### config.mk
export PLATFORM = sky130hd
export DESIGN_NAME = axis_skid_register
export DESIGN_NICKNAME = d
export VERILOG_FILES = /design/src/rtl/axis_skid_register.sv
export SDC_FILE = /design/constraint.sdc
export NUM_CORES = 1
export LEC_CHECK = 0
export ABC_CLOCK_PERIOD_IN_PS = 1800
export BUFFER_PORTS_ARGS = -buffer_cell sky130_fd_sc_hd__buf_4
export CELL_PAD_IN_SITES_DETAIL_PLACEMENT = 1
export CELL_PAD_IN_SITES_GLOBAL_PLACEMENT = 2
export CORE_MARGIN = 3
export CORE_UTILIZATION = 31
export DETAILED_ROUTE_END_ITERATION = 8
export PLACE_DENSITY = 0.69
export SLEW_MARGIN = 15
export SYNTH_ARGS = -nofsm -noshare
export SYNTH_HDL_FRONTEND = slang
export SYNTH_SLANG_ARGS = --single-unit
### constraint.sdc
create_clock -name clk -period 1.8 [get_ports clk]
set_clock_uncertainty 0.15 [all_clocks]
set_input_delay 0.09 -clock clk [delete_from_list [all_inputs] [get_ports clk]]
set_output_delay 0.09 -clock clk [all_outputs]
set_load 0.1 [all_outputs]
### src/rtl/axis_skid_register.sv
// AXI-Stream register slice with a two-entry skid buffer: both tvalid and tready
// leave from flops, so neither the forward nor the backward path is combinational.
module axis_skid_register #(
    parameter int AXIS_BYTES     = 1,
    parameter int AXIS_USER_BITS = 1
) (
    input  logic                      clk,
    input  logic                      sresetn,
    output logic                      axis_i_tready,
    input  logic                      axis_i_tvalid,
    input  logic                      axis_i_tlast,
    input  logic [AXIS_BYTES*8-1:0]   axis_i_tdata,
    input  logic [AXIS_USER_BITS-1:0] axis_i_tuser,
    input  logic                      axis_o_tready,
    output logic                      axis_o_tvalid,
    output logic                      axis_o_tlast,
    output logic [AXIS_BYTES*8-1:0]   axis_o_tdata,
    output logic [AXIS_USER_BITS-1:0] axis_o_tuser
);

    localparam int DATA_W = AXIS_BYTES * 8;
    localparam int BEAT_W = 1 + AXIS_USER_BITS + DATA_W;

    typedef enum logic [1:0] {
        EMPTY = 2'd0,
        BUSY  = 2'd1,
        FULL  = 2'd2
    } state_t;

    state_t            state_p1;
    state_t            next_state;
    logic              in_hs;
    logic              out_hs;
    logic              load_out_in;
    logic              load_out_skid;
    logic              load_skid;
    logic [BEAT_W-1:0] in_beat;
    logic [BEAT_W-1:0] out_beat_p1;
    logic [BEAT_W-1:0] skid_beat_p1;

    assign in_beat = {axis_i_tlast, axis_i_tuser, axis_i_tdata};
    assign in_hs   = axis_i_tvalid & axis_i_tready;
    assign out_hs  = axis_o_tvalid & axis_o_tready;

    // Stage p1 control: state plus the two handshake flops derived from next_state
    always_ff @(posedge clk) begin
        if (!sresetn) begin
            state_p1      <= EMPTY;
            axis_o_tvalid <= 1'b0;
            axis_i_tready <= 1'b0;
        end else begin
            state_p1      <= next_state;
            axis_o_tvalid <= (next_state != EMPTY);
            axis_i_tready <= (next_state != FULL);
        end
    end

    always_comb begin
        next_state = state_p1;
        unique case (state_p1)
            EMPTY: begin
                if (in_hs) next_state = BUSY;
            end
            BUSY: begin
                if (in_hs && !out_hs)      next_state = FULL;
                else if (!in_hs && out_hs) next_state = EMPTY;
            end
            FULL: begin
                if (out_hs) next_state = BUSY;
            end
            default: next_state = EMPTY;
        endcase
    end

    // Data-path load enables; in FULL tready is low so only the skid drains into OUT
    always_comb begin
        load_out_in   = 1'b0;
        load_out_skid = 1'b0;
        load_skid     = 1'b0;
        unique case (state_p1)
            EMPTY: begin
                load_out_in = in_hs;
            end
            BUSY: begin
                load_out_in = in_hs & out_hs;
                load_skid   = in_hs & ~out_hs;
            end
            FULL: begin
                load_out_skid = out_hs;
            end
            default: begin
                load_out_in = 1'b0;
            end
        endcase
    end

    // Stage p1 data: OUT and SKID registers, deliberately not reset
    always_ff @(posedge clk) begin
        if (load_out_in) begin
            out_beat_p1 <= in_beat;
        end else if (load_out_skid) begin
            out_beat_p1 <= skid_beat_p1;
        end
        if (load_skid) begin
            skid_beat_p1 <= in_beat;
        end
    end

    assign {axis_o_tlast, axis_o_tuser, axis_o_tdata} = out_beat_p1;

endmodule

-- Word level (Yosys, flattened, before mapping)
Index checks and enable logic that the tools add are counted.
- output and inout port bits: 12
- bits in registers: 24
- bits of input ports: 14
- logic and storage cells: 30
- eq/ne operators: 3
- reduce and logical (&&, ||, !) cells: 7
- muxes and demuxes: 10
- bitwise operators: 5
- operators with widths (operator ; count):
    $mux W10 ; 2
    $mux W2 ; 4
    $pmux W2 S3 ; 1
    $and A1 B1 Y1 ; 4
    $reduce_bool A2 Y1 ; 2
    $eq A2 B1 Y1 const B ; 1
    $eq A2 B2 Y1 const B ; 1
    $logic_and A1 B1 Y1 ; 2
    $logic_not A1 Y1 ; 2
    $logic_not A2 Y1 ; 1
    $mux W1 ; 2
    $ne A2 B2 Y1 const B ; 1
    $pmux W1 S2 ; 1
    $not A1 Y1 ; 1

-- Longest topological paths before layout
- depth in word-level cells: 7
- mapped depth: 4
- mapped depth without buffers: 3

-- Worst setup path before layout
Ideal clock, no wire load.
- path kind: reg-to-reg
- from: register axis_i_tready
- to: register skid_beat_p1[0], enable pin
- slack: -0.678 ns
- required time: 1.260 ns
- stages on the path, launching flop included: 3
- clock period less this slack: 2.478 ns
- library setup time: 0.390 ns
- path buffers: 0
- data arrival time: 1.938 ns
- path through: dfxtp_1 > nand2_1 > nor3_1
- longest elaborated chain between the ends: 3
- ends and longest elaborated chain (element ; line ; text):
    start: declaration ; 9 ; output logic axis_i_tready,
    start signal: assignment ; 54 ; axis_i_tready <= (next_state != FULL);
    $and A1 B1 Y1 ; 42 ; assign in_hs = axis_i_tvalid & axis_i_tready;
    $and A1 B1 Y1 ; 86 ; load_skid = in_hs & ~out_hs;
    $mux W1 ; 80 ; unique case (state_p1)
    net load_skid ; 36 ; logic load_skid;
    end signal: assignment ; 105 ; skid_beat_p1 <= in_beat;
    end: declaration ; 39 ; logic [BEAT_W-1:0] skid_beat_p1;
The timed path passes the listed nets, and every way through them passes these cells.
A chain may end at the register's enable or synchronous reset.

-- Final worst setup path
- from: register axis_i_tready
- to: register out_beat_p1[0], data pin
- longest elaborated chain between the ends: 4
- ends and longest elaborated chain (element ; line ; text):
    $and A1 B1 Y1 * ; 42 ;
    $and A1 B1 Y1 ; 85 ; load_out_in = in_hs & out_hs;
    $pmux W1 S2 * ; 80 ;
    $mux W10 * ; 99 ; if (load_out_in) begin
    end signal: assignment ; 100 ; out_beat_p1 <= in_beat;
    end signal: assignment ; 102 ; out_beat_p1 <= skid_beat_p1;
    end: declaration ; 38 ; logic [BEAT_W-1:0] out_beat_p1;
Every way passes the cells marked *; elsewhere a longest branch is shown, timed or not.

==> impl_metrics.ini <==
[run_status]
status = completed

[global_route]
pin_count_of_the_biggest_net_entering_global_routing = 14
initial_antenna_violation_count = 0
grt_first_pass_wirelength_um = 2950
grtUsageTotal = 0.115
global_route.overflow_total = 0
grt_pass1_vias = 640

[layout]
multi_input_area_um2 = 244
design_area_mm2 = 0.00133
fillerInstances = 283
area_growth_pct = 44.1
layout.nets = 111
post_route_cells_drive_above_1_share = 0.531
finalCoreUtilization = 0.475
diodes = 0
register_area_um2 = 688

[logic_synthesis]
yosys.area.top_type = sky130_fd_sc_hd__edfxtp_1
postSynth.topFlopCell = sky130_fd_sc_hd__edfxtp_1
postSynthNetCount = 67
top_cells_by_area_synth = sky130_fd_sc_hd__edfxtp_1, sky130_fd_sc_hd__mux2_2, sky130_fd_sc_hd__dfxtp_1
synth_cells = 53
yosys.cell_types.count = 20
yosysSeqAreaShare = 0.736
yosys_warnings = 0
synth_top_cells_by_count = sky130_fd_sc_hd__edfxtp_1, sky130_fd_sc_hd__mux2_2, sky130_fd_sc_hd__dfxtp_1
synth.top_cell.area_share = 0.650
syn-cell-area_um2 = 925
post_synth.cell_area_avg_um2 = 17.4
post-synth-top-count-cell = sky130_fd_sc_hd__edfxtp_1
async_reset_ff_frac = 0
postSynthRegisterBits = 24
synth_enable_flop_cells = 20

[drt]
finalWirelength_um = 1820
drt-pass1-iter-count = 4
dr_wl_met2_um = 915
dr.first_iter.drc_count = 12
number_of_nets_with_antenna_violations_after_detailed_routing = 0
highest-signal-layer = met4
detailroute.wirelength.met3_um = 102
routed_wire_length_per_instance_um = 14.3
detail_route.drc_violations = 0
vias_per_cell = 4.76
drt-met1-wl_um = 775
route.vias.total = 605

[worst_setup_path]
worstPathRequired_ns = 1.72
path_cells = nand2_2, a211oi_2, buf_4, mux2_2
cp.buffers_inverters = 1
timing.setup.critical_path_class = reg2reg
worst-path-max-fanout = 6
cp_data_arrival_time_ns = 1.55
crit_path_end_kind = flip-flop
critPathTopFamily = flip-flops
start_kind = flip-flop
critical-path-max-stage-delay_ns = 0.39
cp_slowest_cell = sky130_fd_sc_hd__dfxtp_4

[cts]
clock_latency_late_sink_ns = 0.31
tritoncts.num_buffers = 3
cts-root-to-sink-buffers = 2
clkSinkCount = 24
cts_max_level = 1
cts.clk_slew.worst_paths_ns = 0.12
post_cts_resized = 0
cts_tree = done
clock_root_buffer = sky130_fd_sc_hd__clkbuf_4

[power]
worst_ir_drop_vdd_mv = 0.305
internal_power_component_mw = 0.802
comb_power_share = 0.227
power_leakage_nw = 0.508
p_switching_mw = 0.336
power_mw = 1.14
seqPwrFrac = 0.566
power_density_mw_per_mm2 = 854
clkPwrFrac = 0.207
p_sw_frac = 0.295

[floorplan]
initial_core_util = 0.330
top_level_ports = 26
die_height_um = 60.6
floorplan.die_area_mm2 = 0.00367
std_cell_rows = 19
area_of_the_core_mm2 = 0.00281
die_width_um = 60.6

[timing]
tns_ns = 0
worst_slew_pin_slew_ns = 0.278
final_min_period_over_clock_period = 0.902
maxClockFrequency_mhz = 616
final_period_minus_worst_setup_slack_ns = 1.62
slew_viol_final = 0
finalSetupViolations = 0
hold_viol = 0
timing.max_slew.rel_slack = 0.813
setup_repair_after_global_routing_missed_its_margin = false

[hold_path]
holdCritPathClass = in2reg

[place]
routabilityCongestion = 0.738
post_dp_cell_area_mm2 = 0.00120
placement.io_buffers = 25
dp.final_hpwl_um = 1280

[flow_run]
cap_violations = 0
==> cells in the final DEF (no fill, tap or decap), types with 2 or more instances in the layout <==
cell and instances:
sky130_fd_sc_hd__dlygate4sd3_1 11, sky130_fd_sc_hd__mux2_2 10, sky130_fd_sc_hd__clkbuf_4 3, sky130_fd_sc_hd__edfxtp_1 20, sky130_fd_sc_hd__nand2_1 2, sky130_fd_sc_hd__dfxtp_4 2
sky130_fd_sc_hd__dfxtp_1 2, sky130_fd_sc_hd__buf_4 30
==> layout make-up <==
cell class / instances / share of cell area
Sequential cell: 24 / 0.516
Timing Repair Buffer: 41 / 0.252
Multi-Input combinational cell: 27 / 0.183
Tap cell: 31 / 0.0291
Clock buffer: 3 / 0.0169
Clock inverter: 1 / 0.00282
==> power by group through the flow <==
stage,Clock (mW),Sequential (mW),Combinational [mW]
2_1_floorplan,0,0.771,0.0582
3_3_place_gp,0,0.657,0.239
3_5_place_dp,0,0.658,0.241
4_1_cts,0.250,0.645,0.261
5_1_grt,0.276,0.648,0.274
6_report,0.235,0.645,0.258
==> registers in the layout (all words and copies together), names as in the netlist <==
signal,count
skid_beat_p1,10
axis_i_tready,1
state_p1,2
out_beat_p1,10
axis_o_tvalid,1
==> logic make-up after synthesis <==
group / Yosys count / share of synthesized area
simple gates: 12 / 0.0772
flops: 24 / 0.736
mux: 10 / 0.122
buf+inv: 2 / 0.0176
compound gates: 5 / 0.0474
==> final timing paths <==
| kind | from | to | slack [ns] | cells past startpoint |
|---|---|---|---|---|
| hold reg to reg | skid_beat_p1[4]$_DFFE_PP_ | out_beat_p1[4]$_DFFE_PP_ | 0.41 | 1 |
| setup reg to reg | axis_i_tready$_SDFF_PN0_ | out_beat_p1[0]$_DFFE_PP_ | 0.18 | 4 |
| hold / removal | axis_i_tvalid | state_p1[0]$_SDFF_PN0_ | 0.04 | 3 |
| setup / recovery | axis_i_tready$_SDFF_PN0_ | out_beat_p1[0]$_DFFE_PP_ | 0.18 | 4 |
==> metrics by stage <==
stage          setup slack (ns)  cells  hold slack, ns
3_3_place_gp              0.195    112           0.128
6_report                  0.177    127          0.0416
2_1_floorplan            0.0107     53          0.0389
3_5_place_dp              0.176    112           0.131
5_1_grt                  0.0483    127          0.0468
4_1_cts                   0.154    127          0.0276
==> worst reg2reg max path, stage by stage (launching register included) <==
cell and delay (ns):
sky130_fd_sc_hd__dfxtp_4 0.39, sky130_fd_sc_hd__nand2_2 0.06, sky130_fd_sc_hd__a211oi_2 0.25, sky130_fd_sc_hd__buf_4 0.20, sky130_fd_sc_hd__mux2_2 0.34
==> layer usage <==
layer / vias to the layer above / GRT usage
met2: 16 / 0.177
met5: - / 0
li1: 290 / -
met1: 297 / 0.138
met4: 0 / 0.0774
met3: 2 / 0.0362
==> what timing repair did <==
action                                 4_1_cts  5_1_grt
setup buffers                                0        0
hold buffers                                11        0
endpoints found under the hold margin       24        0
(Power assumes the default switching activity.)
